File: src/rtl/uart_tx_cfg_pkg.sv
// Shared encodings, FSM states and the per-frame configuration snapshot for the
// configurable UART transmitter (the future receiver reuses the same encodings).
package uart_tx_cfg_pkg;

    localparam logic [1:0] PAR_NONE = 2'b00;
    localparam logic [1:0] PAR_EVEN = 2'b01;
    localparam logic [1:0] PAR_ODD  = 2'b10;

    localparam logic [1:0] STOP_1   = 2'b00;
    localparam logic [1:0] STOP_1P5 = 2'b01;
    localparam logic [1:0] STOP_2   = 2'b10;

    localparam int unsigned DBITS_MIN = 5;

    typedef enum logic [2:0] {
        ST_IDLE,
        ST_START,
        ST_DATA,
        ST_PARITY,
        ST_STOP
    } tx_state_t;

    // Frame format captured together with the data at write time
    typedef struct packed {
        logic [3:0] dbits;
        logic       par_en;
        logic       par_bit;
        logic [1:0] stop;
    } frame_cfg_t;

endpackage

File: src/rtl/uart_tx_hold.sv
// One-entry holding register: accepts writes while empty, flags dropped writes,
// clamps the data width and precomputes the parity bit of the held frame.
module uart_tx_hold
    import uart_tx_cfg_pkg::*;
#(
    parameter int unsigned DBIT_MAX = 8
) (
    input  logic                clk,
    input  logic                reset,
    input  logic                tx_start,
    input  logic [3:0]          cfg_dbits,
    input  logic [1:0]          cfg_parity,
    input  logic [1:0]          cfg_stop,
    input  logic [DBIT_MAX-1:0] din,
    input  logic                drain,
    output logic                hold_valid_c,
    output logic [DBIT_MAX-1:0] hold_data,
    output frame_cfg_t          hold_cfg,
    output logic                tx_ready,
    output logic                tx_ovf_tick
);

    logic [3:0] dbits_c;
    logic       par_en_c;
    logic       par_odd_c;
    frame_cfg_t cfg_c;

    // XOR of the low nb data bits
    function automatic logic data_xor(input logic [DBIT_MAX-1:0] d, input logic [3:0] nb);
        logic x;
        x = 1'b0;
        for (int i = 0; i < int'(DBIT_MAX); i++) begin
            if (4'(i) < nb) x = x ^ d[i];
        end
        return x;
    endfunction

    always_comb begin
        dbits_c   = cfg_dbits;
        par_en_c  = 1'b0;
        par_odd_c = 1'b0;
        if (32'(cfg_dbits) < DBITS_MIN || 32'(cfg_dbits) > DBIT_MAX) dbits_c = 4'(DBIT_MAX);
        case (cfg_parity)
            PAR_EVEN: par_en_c = 1'b1;
            PAR_ODD: begin
                par_en_c  = 1'b1;
                par_odd_c = 1'b1;
            end
            PAR_NONE: par_en_c = 1'b0;
            default:  par_en_c = 1'b0;
        endcase
        cfg_c.dbits   = dbits_c;
        cfg_c.par_en  = par_en_c;
        cfg_c.par_bit = data_xor(din, dbits_c) ^ par_odd_c;
        cfg_c.stop    = cfg_stop;
    end

    assign hold_valid_c = ~tx_ready;
    assign tx_ovf_tick  = tx_start & ~tx_ready;

    // Write and drain never coincide: drain needs a full register, write an empty one
    always_ff @(posedge clk or negedge reset) begin
        if (!reset) begin
            tx_ready  <= 1'b1;
            hold_data <= '0;
            hold_cfg  <= '0;
        end else if (tx_start && tx_ready) begin
            tx_ready  <= 1'b0;
            hold_data <= din;
            hold_cfg  <= cfg_c;
        end else if (drain) begin
            tx_ready  <= 1'b1;
        end
    end

endmodule

File: src/rtl/uart_tx_cfg.sv
// Runtime-configurable UART transmitter: 5..DBIT_MAX data bits, optional parity,
// 1/1.5/2 stop bits, back-to-back frames fed from a one-entry holding register.
module uart_tx_cfg
    import uart_tx_cfg_pkg::*;
#(
    parameter int unsigned DBIT_MAX = 8,
    parameter int unsigned OVS      = 16
) (
    input  logic                clk,
    input  logic                reset,
    input  logic                s_tick,
    input  logic [3:0]          cfg_dbits,
    input  logic [1:0]          cfg_parity,
    input  logic [1:0]          cfg_stop,
    input  logic                tx_start,
    input  logic [DBIT_MAX-1:0] din,
    output logic                tx_ready,
    output logic                tx_busy,
    output logic                tx_done_tick,
    output logic                tx_ovf_tick,
    output logic                tx
);

    localparam int unsigned SW = $clog2(2 * OVS);
    localparam int unsigned NW = (DBIT_MAX > 1) ? $clog2(DBIT_MAX) : 1;
    localparam logic [SW-1:0] S_BIT_LAST = SW'(OVS - 1);

    tx_state_t           state, state_n;
    logic [SW-1:0]       s_cnt, s_n;
    logic [NW-1:0]       n_cnt, n_n;
    logic [DBIT_MAX-1:0] shift, shift_n;
    frame_cfg_t          cur_cfg, cfg_n;
    logic                tx_n, done_n, load;
    logic                hold_valid_c;
    logic [DBIT_MAX-1:0] hold_data;
    frame_cfg_t          hold_cfg;

    uart_tx_hold #(.DBIT_MAX(DBIT_MAX)) u_hold (
        .clk          (clk),
        .reset        (reset),
        .tx_start     (tx_start),
        .cfg_dbits    (cfg_dbits),
        .cfg_parity   (cfg_parity),
        .cfg_stop     (cfg_stop),
        .din          (din),
        .drain        (load),
        .hold_valid_c (hold_valid_c),
        .hold_data    (hold_data),
        .hold_cfg     (hold_cfg),
        .tx_ready     (tx_ready),
        .tx_ovf_tick  (tx_ovf_tick)
    );

    function automatic logic [SW-1:0] stop_last(input logic [1:0] stop);
        case (stop)
            STOP_1:   return SW'(OVS - 1);
            STOP_1P5: return SW'((3 * OVS) / 2 - 1);
            STOP_2:   return SW'(2 * OVS - 1);
            default:  return SW'(2 * OVS - 1);
        endcase
    endfunction

    // Next state; tx_n is driven from the current state so the line lags the FSM by one clk
    always_comb begin
        state_n = state;
        s_n     = s_cnt;
        n_n     = n_cnt;
        shift_n = shift;
        cfg_n   = cur_cfg;
        tx_n    = 1'b1;
        done_n  = 1'b0;
        load    = 1'b0;
        case (state)
            ST_IDLE: load = hold_valid_c;
            ST_START: begin
                tx_n = 1'b0;
                if (s_tick) begin
                    if (s_cnt == S_BIT_LAST) begin
                        s_n     = '0;
                        n_n     = '0;
                        state_n = ST_DATA;
                    end else begin
                        s_n = s_cnt + 1'b1;
                    end
                end
            end
            ST_DATA: begin
                tx_n = shift[0];
                if (s_tick) begin
                    if (s_cnt == S_BIT_LAST) begin
                        s_n     = '0;
                        shift_n = shift >> 1;
                        if (n_cnt == NW'(cur_cfg.dbits - 4'd1))
                            state_n = cur_cfg.par_en ? ST_PARITY : ST_STOP;
                        else
                            n_n = n_cnt + 1'b1;
                    end else begin
                        s_n = s_cnt + 1'b1;
                    end
                end
            end
            ST_PARITY: begin
                tx_n = cur_cfg.par_bit;
                if (s_tick) begin
                    if (s_cnt == S_BIT_LAST) begin
                        s_n     = '0;
                        state_n = ST_STOP;
                    end else begin
                        s_n = s_cnt + 1'b1;
                    end
                end
            end
            ST_STOP: begin
                if (s_tick) begin
                    if (s_cnt == stop_last(cur_cfg.stop)) begin
                        done_n  = 1'b1;
                        s_n     = '0;
                        state_n = ST_IDLE;
                        load    = hold_valid_c;
                    end else begin
                        s_n = s_cnt + 1'b1;
                    end
                end
            end
            default: state_n = ST_IDLE;
        endcase
        // A pending frame follows the stop period directly, without an idle bit
        if (load) begin
            shift_n = hold_data;
            cfg_n   = hold_cfg;
            s_n     = '0;
            state_n = ST_START;
        end
    end

    always_ff @(posedge clk or negedge reset) begin
        if (!reset) begin
            state        <= ST_IDLE;
            s_cnt        <= '0;
            n_cnt        <= '0;
            shift        <= '0;
            cur_cfg      <= '0;
            tx           <= 1'b1;
            tx_busy      <= 1'b0;
            tx_done_tick <= 1'b0;
        end else begin
            state        <= state_n;
            s_cnt        <= s_n;
            n_cnt        <= n_n;
            shift        <= shift_n;
            cur_cfg      <= cfg_n;
            tx           <= tx_n;
            tx_busy      <= (state_n != ST_IDLE);
            tx_done_tick <= done_n;
        end
    end

endmodule

File: config.mk
export PLATFORM = sky130hd
export DESIGN_NAME = uart_tx_cfg
export DESIGN_NICKNAME = d
export VERILOG_FILES = /design/src/rtl/uart_tx_cfg_pkg.sv /design/src/rtl/uart_tx_hold.sv /design/src/rtl/uart_tx_cfg.sv
export SDC_FILE = /design/constraint.sdc
export NUM_CORES = 1
export LEC_CHECK = 0
export CAP_MARGIN = 15
export CORE_ASPECT_RATIO = 1.4
export CORE_MARGIN = 2
export CORE_UTILIZATION = 40
export DETAILED_ROUTE_END_ITERATION = 12
export MAX_ROUTING_LAYER = met4
export PLACE_DENSITY = 0.64
export REMOVE_ABC_BUFFERS = 1
export SETUP_SLACK_MARGIN = 0.15
export SLEW_MARGIN = 30
export SYNTH_ARGS = -nofsm -noshare
export SYNTH_HDL_FRONTEND = slang
export SYNTH_HIERARCHICAL = 1
export SYNTH_SLANG_ARGS = --single-unit
File: constraint.sdc
create_clock -name clk -period 3.3 [get_ports clk]
set_input_delay 0.66 -clock clk [delete_from_list [all_inputs] [get_ports clk]]
set_output_delay 0.66 -clock clk [all_outputs]
set_load 0.01 [all_outputs]
==> results.cfg, run 1 <==
[hold_path]
hold_class = input port to asynchronous set/reset pin

[route]
dr.pass1.iters = 5
drc = 0
avgViaCountPerCell = 5.178
avgRoutedWirePerCell_um = 13.25
vias = 1569
drt-initial-drc-count = 72
detail-route-antenna-nets = 0
wl_mm = 4.014

[sta]
finalHoldViolations = 0
finalSetupTns_ps = 0
setup_violations = 0
min_period_ps = 2563
hold_ws_ps = 350.7
rsz0062_at_grt = no
finalMaxSlewViolations = 0
relSlewSlack = 0.4613
finClkSkew_ps = 4.988
fin_crit_sh = 0.7767
worst_slew_pin_slew_ps = 808.1
fmax_mhz = 390.1

[power_and_ir_drop]
combPwrFrac = 0.267
irDropWorstVdd_mv = 0.3391
power.total_mw = 1.703
pwr-share-seq = 0.520
p_switching_uw = 512.3
powerDensity_nw_per_um2 = 637.4
power_leakage_nw = 1.199
p_clk_frac = 0.213
intPower_mw = 1.191
swShare = 0.3008

[global_routing]
gr-total-overflow = 0
grt_pass1_wl_mm = 7.341
grt_max_degree = 46
antenna_found_initial = 0
grt_pass1_vias = 1614
groute.usage.overall = 0.1559

[clock_tree]
insertion_delay_ps = 290
cts-hold-fix-buffers = 0
cts_buffers = 5
h-tree-depth = 2
clkSinkCount = 45
post_cts_buffers = 0
cts_root_buf = clkbuf_8
cts_tree = done
cts_buffer_depth = 2
cts_resized = 0
clk_pin_slew_ps = 80

[layout]
finalNonFillerCells = 303
nFillCells = 523
drive_above_1_share = 0.1574
final_cell_mix = dfrtp_1, nand2_1, clkdlybuf4s50_1, o21ai_0, mux2_2
syn2layout_area_growth_pct = 17.88
final_common_cell = dfrtp_1
insertedDiodeCount = 0
nets = 260

[worst_setup_path]
path_max_fanout = 8
start_kind = flop
crit_type = flop to flop
cp.required_ps = 3470
worstPathArrival_ps = 2740
crit_path_end_kind = flop

[run_status]
status = complete, no violations

[placed_design]
dp.cells = 295
gp_congestion = 0.7903
numPortBuffers = 24
post-dp-hpwl_mm = 2.972

[logic_synthesis]
synthesis.area_um2 = 2267
syn_inst = 209
yosys_warnings = 6
avgSynthCellArea_um2 = 10.85

[floorplanning]
io_pins = 25
core_area_um2 = 5485
core.rowCount = 32
die-area_um2 = 6295
die-height_um = 93.08
start_util = 0.4133
die_x_um = 67.63

[job]
maxCapViolCount = 0
[worst max-delay path: stages (launching register included)]
cell and delay, ps:
dfrtp_1 420, ha_1 270, and3_1 220, ha_1 250
nand2_1 180, or3_1 360, nor3_1 80, or3_4 330
or3_1 350
[per-layer routing]
metal	up-vias	GRT usage	share of wire
met3	5	0.03249	0.030
met2	28	0.2565	0.53
met5	-	-	0
met1	753	0.1859	0.43
met4	0	0.05612	0.015
li1	783	-	-
[final timing paths]
check                           slack, ps                 from         end  cells past startpoint
worst max-delay path                  740             s_cnt[0]     tx_busy                      8
worst max register to register        740             s_cnt[0]     tx_busy                      8
min in group clk                      480  u_hold/hold_data[7]    shift[7]                      2
worst min register to register        480  u_hold/hold_data[7]    shift[7]                      2
max in group asynchronous            2560                reset  cur_cfg[4]                      1
worst min-delay path                  350                reset    s_cnt[3]                      1
[through the flow]
step / setup WS (ps) / util / instance area [µm²]
after floorplan: 965.7 / - / 2226
after global placement: 620.1 / 0.4683 / 2569
after detailed placement: 525.6 / 0.4688 / 2571
after CTS: 714.1 / 0.4872 / 2673
after global routing: 571.4 / 0.4872 / 2673
final: 736.7 / 0.4872 / 2673
[area by class of cell]
cell class	count	area, µm²	share of cell area
Multi-Input combinational cell	146	1064	0.3979
Tap cell	68	85.08	0.03184
Sequential cell	45	1129	0.4223
Clock inverter	1	5.005	0.001873
Clock buffer	7	96.34	0.03605
Timing Repair Buffer	27	260.3	0.09738
Inverter	9	33.78	0.01264
[power by group through the flow]
stage | Clock (mW) | Combinational, mW | Sequential (mW)
finish | 0.363 | 0.455 | 0.885
global route | 0.398 | 0.520 | 0.914
CTS | 0.376 | 0.462 | 0.887
detailed placement | 0 | 0.461 | 0.898
global placement | 0 | 0.448 | 0.891
floorplan | 0 | 0.344 | 0.857
[sequential cells by signal, summed over array words and instances (netlist names)]
name	flops
u_hold/tx_ready	1
s_cnt	5
u_hold/hold_cfg	7
shift	8
u_hold/hold_data	8
n_cnt	3
state	3
cur_cfg	7
tx_busy	1
tx	1
tx_done_tick	1
Power figures use the tool's default switching activity.
==> run 2: changes to the inputs <==
--- a/config.mk
+++ b/config.mk
@@ -11,7 +11,7 @@
 export CORE_UTILIZATION = 40
 export DETAILED_ROUTE_END_ITERATION = 12
 export MAX_ROUTING_LAYER = met4
-export PLACE_DENSITY = 0.64
+export PLACE_DENSITY = 0.66
 export REMOVE_ABC_BUFFERS = 1
 export SETUP_SLACK_MARGIN = 0.15
 export SLEW_MARGIN = 30
==> constraint.sdc (replaced) <==
create_clock -name clk -period 2.35 [get_ports clk]
set_input_delay 0.47 -clock clk [delete_from_list [all_inputs] [get_ports clk]]
set_output_delay 0.47 -clock clk [all_outputs]
set_load 0.01 [all_outputs]
==> run 2 against run 1 <==
Against the previous run:
- cell count increased by 2.3%
- clock skew rose by 6.7 ps
- setup slack worse by 510 ps
- non-clock buffer count up 7
- cell area grew 3.5%
- sequential power is 41% higher
- critical path depth is 5 lower
- critical endpoint is now tx_ovf_tick
==> results.cfg, run 2 (synthesis gave the netlist of run 1 again) <==
[run_status]
status = complete, no violations

[global_routing]
grt_max_degree = 46
gr-total-overflow = 0
grt_pass1_vias = 1552
grtUsageMet1 = 0.1867
grt.met2_usage = 0.2386
groute.usage.overall = 0.1525
grt_pass1_wl_mm = 7.051
use_met3 = 0.03369
antenna_found_initial = 0
grt.busiest_layer = met2

[worst_setup_path]
worstPathArrival_ps = 1650
r2r-start = s_cnt[0]
crit_type = input port to output pin
critPathLaunch = tx_start
crit_path_end_kind = output pin
cp.required_ps = 1880
start_kind = input port
path_max_fanout = 3
reg2reg_setup_slack_ps = 230

[sta]
min_period_ps = 2121
finalMaxSlewViolations = 0
finClkSkew_ps = 11.73
fmax_mhz = 471.5
rsz0062_at_grt = no
finalHoldViolations = 0
setup_violations = 0
worst_slew_pin_slew_ps = 564.2
relSlewSlack = 0.6239
fin_crit_sh = 0.9026
finalSetupTns_ps = 0

[clock_tree]
clk_pin_slew_ps = 80
insertion_delay_ps = 300
cts_buffer_depth = 2
cts_buffers = 5
cts_root_buf = clkbuf_8
cts_tree = done
clkSinkCount = 45
h-tree-depth = 2

[power_and_ir_drop]
intPower_mw = 1.794
powerDensity_nw_per_um2 = 919.3
p_clk_frac = 0.237
p_switching_uw = 748.7
swShare = 0.2944
irDropWorstVdd_mv = 0.5456
pwr-share-seq = 0.492
power_leakage_nw = 1.236
combPwrFrac = 0.271

[route]
detail-route-antenna-nets = 0
wl_mm = 4.017
drt-initial-drc-count = 31
drc = 0
dr.pass1.iters = 4
avgRoutedWirePerCell_um = 12.96
avgViaCountPerCell = 5.123
vias = 1588

[placed_design]
post-dp-hpwl_mm = 2.898
dp.cells = 300
numPortBuffers = 24
gp_congestion = 0.7810

[floorplanning]
core_area_um2 = 5485
die-height_um = 93.08
die_x_um = 67.63
start_util = 0.4133
io_pins = 25
die-area_um2 = 6295
core.rowCount = 32

[layout]
final_common_cell = dfrtp_1
syn2layout_area_growth_pct = 22.02
nets = 267
finalNonFillerCells = 310
nFillCells = 491
final_cell_mix = dfrtp_1, nand2_1, clkdlybuf4s50_1, o21ai_0, mux2_2
drive_above_1_share = 0.1860
insertedDiodeCount = 0
reg_top3 = shift: 8 flops, u_hold/hold_data: 8 flops

[hold_path]
hold_class = input port to asynchronous set/reset pin

[job]
maxCapViolCount = 0
run 2: cell types whose count changed in the layout (fill, tap and decap cells not counted), sizes merged:
cell,change
clkinvlp,+1
bufinv,+1
clkinv,-1
buf,+7
clkbuf,-1
run 2: layer usage:
| metal | vias up | wire [µm] |
|---|---|---|
| met4 | 0 | 89 |
| met2 | 25 | 2025 |
| met1 | 755 | 1786 |
| li1 | 802 | - |
| met5 | - | 0 |
| met3 | 6 | 116 |
run 2: power groups by stage:
stage | sequential, mW | clock [mW] | combinational [mW]
final | 1.25 | 0.604 | 0.689
after global routing | 1.29 | 0.654 | 0.788
after CTS | 1.25 | 0.619 | 0.658
after detailed placement | 1.26 | 0 | 0.653
after global placement | 1.25 | 0 | 0.631
after floorplan | 1.20 | 0 | 0.483
run 2: final timing paths:
| check | endpoint | cells past startpoint |
|---|---|---|
| setup reg to reg | tx_busy | 8 |
| hold / removal | cur_cfg[6] | 2 |
| setup / recovery | tx_ovf_tick | 3 |
| min in group clk | shift[6] | 2 |
| hold reg to reg | shift[6] | 2 |
| max in group asynchronous | tx | 2 |
run 2: final cells by class:
| type | instances | area, µm² | area share |
|---|---|---|---|
| flip-flops and latches | 45 | 1129 | 0.4080 |
| clock inverters | 2 | 37.54 | 0.01357 |
| multi-input cells | 146 | 1076 | 0.3890 |
| well taps | 68 | 85.08 | 0.03076 |
| inverters | 9 | 33.78 | 0.01221 |
| clock buffers | 6 | 82.58 | 0.02985 |
| repair buffers | 34 | 322.8 | 0.1167 |
run 2: stage by stage:
step	total power, mW	util	instance area [µm²]	hold WS, ps	worst slack (ps)
detailed placement	1.913	0.4774	2619	460.6	66.02
global placement	1.883	0.4774	2619	458.3	136.9
finish	2.543	0.5043	2766	244.6	228.9
global route	2.733	0.5043	2766	285.6	133.9
floorplan	1.686	-	2226	174.4	15.66
CTS	2.527	0.4998	2741	255.8	179.3
run 2: critical path, stage by stage:
cell and delay (ps):
clkdlybuf4s50_1 500, nor2b_1 140, clkdlybuf4s50_1 540
run 2: repair_timing:
item | in CTS | in global routing
pin swaps | 0 | 0
buffers inserted | 0 | 2
resized for setup | 1 | 2
gates cloned | 0 | 0
setup endpoints to repair | 1 | 4
hold buffers | 0 | 0
==> run 3: changes to the inputs <==
--- a/config.mk
+++ b/config.mk
@@ -5,7 +5,6 @@
 export SDC_FILE = /design/constraint.sdc
 export NUM_CORES = 1
 export LEC_CHECK = 0
-export CAP_MARGIN = 15
 export CORE_ASPECT_RATIO = 1.4
 export CORE_MARGIN = 2
 export CORE_UTILIZATION = 40
@@ -14,8 +13,8 @@
 export PLACE_DENSITY = 0.66
 export REMOVE_ABC_BUFFERS = 1
 export SETUP_SLACK_MARGIN = 0.15
+export SKIP_LAST_GASP = 1
 export SLEW_MARGIN = 30
 export SYNTH_ARGS = -nofsm -noshare
 export SYNTH_HDL_FRONTEND = slang
-export SYNTH_HIERARCHICAL = 1
 export SYNTH_SLANG_ARGS = --single-unit
==> run 3 against run 2 <==
Against the previous run:
- clock power down 23%
- synthesized cell count is 1.4% higher
- clock skew barely moved
- register-to-register slack hardly changed
- critical path depth increased by 6
- clock-buffer cell count grew 1
- non-clock buffer count up 1
- cell count is 2.3% higher
- die area increased by 6.3%
- core utilization shrank 0.95 points
- critical path type is now flop to flop
- critical endpoint is now shift[2]
==> results.cfg, run 3 <==
[run_status]
status = complete, no violations

[logic_synthesis]
syn_inst = 212
synth_top_area_frac = 0.4451
synthesis.area_um2 = 2417
synth_edf_count = 0
yosysUniqueCellTypes = 59
synth_common_cells = dfrtp_1, nand2_1, mux2_2
avgSynthCellArea_um2 = 11.40
synth_top_cell_by_area = dfrtp_1
async_reset_ff_frac = 1.000
ys_ff_latch = 45
synth_most_common_cell = dfrtp_1
synth_flop_cell = dfrtp_1
synth_area_leaders = dfrtp_1, mux2_2, mux2_1, ha_1, nand2_1
synth-seq-area-share = 0.4669
yosys_warnings = 0

[placed_design]
dp.cells = 304
post-dp-hpwl_mm = 3.332
place_area_um2 = 2763
gp_congestion = 0.8018
numPortBuffers = 24

[sta]
finalMaxSlewViolations = 0
fin_crit_sh = 0.9014
relSlewSlack = 0.5886
worst_slew_pin_slew_ps = 607.4
rsz0062_at_grt = no
finalHoldViolations = 0
finalSetupTns_ps = 0
min_period_ps = 2118
fmax_mhz = 472.1
setup_violations = 0
finClkSkew_ps = 12.01
hold_ws_ps = 147.2

[clock_tree]
h-tree-depth = 2
cts_root_buf = clkbuf_8
cts_tree = done
clk_pin_slew_ps = 90
clkSinkCount = 45
cts_buffer_depth = 2
cts_buffers = 5
cts-hold-fix-buffers = 0
insertion_delay_ps = 300

[floorplanning]
die_x_um = 69.70
core_area_um2 = 5863
core.rowCount = 33
die-area_um2 = 6690
io_pins = 25
start_util = 0.4123
die-height_um = 95.98

[global_routing]
grt_max_degree = 25
grt_pass1_vias = 1764
antenna_found_initial = 0
grt_pass1_wl_mm = 7.824
gr-total-overflow = 0
groute.usage.overall = 0.1511

[worst_setup_path]
r2r-start = s_cnt[1]
critPathLaunch = s_cnt[1]
crit_type = flop to flop
cp_slowest_stage_delay_ps = 370
cp.required_ps = 2540
path_max_fanout = 5
start_kind = flop
worstPathArrival_ps = 2310
crit_path_end_kind = flop
crit_chain = ha_2 > and2_1 > nand2_2 > inv_2 > ha_4 > nand4b_4 > or2_4 > mux2_4 > mux2_2
cp_slowest_cell = dfrtp_1
path_buf_inv = 1
cpLargestDelayFamily = simple AND/OR/NAND/NOR gates

[layout]
postLayoutCellArea_um2 = 2902
insertedDiodeCount = 0
finalNonFillerCells = 317
final_cell_mix = dfrtp_1, clkdlybuf4s50_1, nand2_1, mux2_2, inv_1
nets = 272
syn2layout_area_growth_pct = 20.03
postLayoutCoreUtil = 0.4949
nFillCells = 553
reg_top3 = shift: 8 flops, u_hold.hold_data: 8 flops
drive_above_1_share = 0.2024
final_common_cell = dfrtp_1

[power_and_ir_drop]
p_switching_uw = 880.2
combPwrFrac = 0.333
irDropWorstVdd_mv = 0.4095
p_clk_frac = 0.173
swShare = 0.3277
intPower_mw = 1.806
power_leakage_nw = 1.281
powerDensity_nw_per_um2 = 925.7
pwr-share-seq = 0.494

[route]
detail-route-antenna-nets = 0
vias = 1752
wl_mm = 4.537
avgRoutedWirePerCell_um = 14.31
drc = 0
drt-initial-drc-count = 59
dr.pass1.iters = 4
avgViaCountPerCell = 5.527

[job]
maxCapViolCount = 0

[hold_path]
hold_class = input port to asynchronous set/reset pin
==> run 3: what timing repair did <==
action                     in CTS  in global routing
gates resized for setup         4                  2
cloned                          1                  0
buffers inserted                3                  1
pin swaps                       1                  2
setup endpoints to repair       7                  6
==> run 3: cell families after synthesis <==
kind of cell	after synthesis	synth area share
xor gates and xnor gates	8	0.04037
AOI/OAI and AO/OA	48	0.1480
muxes	25	0.1196
buffers and inverters	22	0.04296
DFF	45	0.4669
and+or+nand+nor	58	0.1511
adders and majority gates	6	0.03106
==> run 3: worst reg2reg max path, stage by stage, from the launching register on <==
cell and delay, ps:
dfrtp_1 370, ha_2 200, and2_1 170, nand2_2 80, inv_2 70, ha_4 150
nand4b_4 120, or2_4 290, mux2_4 300, mux2_2 260
==> run 3: power groups by stage <==
stage	Clock (mW)	Combinational (mW)	Sequential, mW
floorplan	0	0.625	1.28
global placement	0	0.842	1.34
detailed placement	0	0.865	1.35
CTS	0.476	0.910	1.33
global route	0.504	1.01	1.38
finish	0.465	0.894	1.33
==> run 3: area by class of cell <==
type                            instances  area (µm²)  share of cell area
Sequential cell                        45        1129              0.3890
Inverter                               13       48.80             0.01682
Clock inverter                          1       5.005            0.001725
Clock buffer                            7       76.32             0.02630
Timing Repair Buffer                   35       342.8              0.1182
Multi-Input combinational cell        146        1212              0.4179
Tap cell                               70       87.58             0.03019
==> run 3: final timing paths <==
check,cells past startpoint,endpoint,slack [ps]
worst min register to register,2,u_hold.hold_cfg[4],490
min in group clk,2,u_hold.hold_cfg[4],490
max in group asynchronous,2,u_hold.hold_data[7],1690
worst max register to register,9,shift[2],230
worst min-delay path,1,tx_busy,150
worst max-delay path,9,shift[2],230
==> run 3: per-stage QoR <==
step / total power, mW / setup WS (ps)
after global routing: 2.890 / 147.1
after global placement: 2.178 / 78.58
after floorplan: 1.900 / 150.0
final: 2.686 / 231.7
after detailed placement: 2.211 / 15.48
after CTS: 2.713 / 180.5
==> run 3: routing by layer <==
metal,GRT usage,part of all wire
met5,-,0
met3,0.02513,0.030
met1,0.1692,0.43
met4,0.06731,0.020
met2,0.2676,0.52
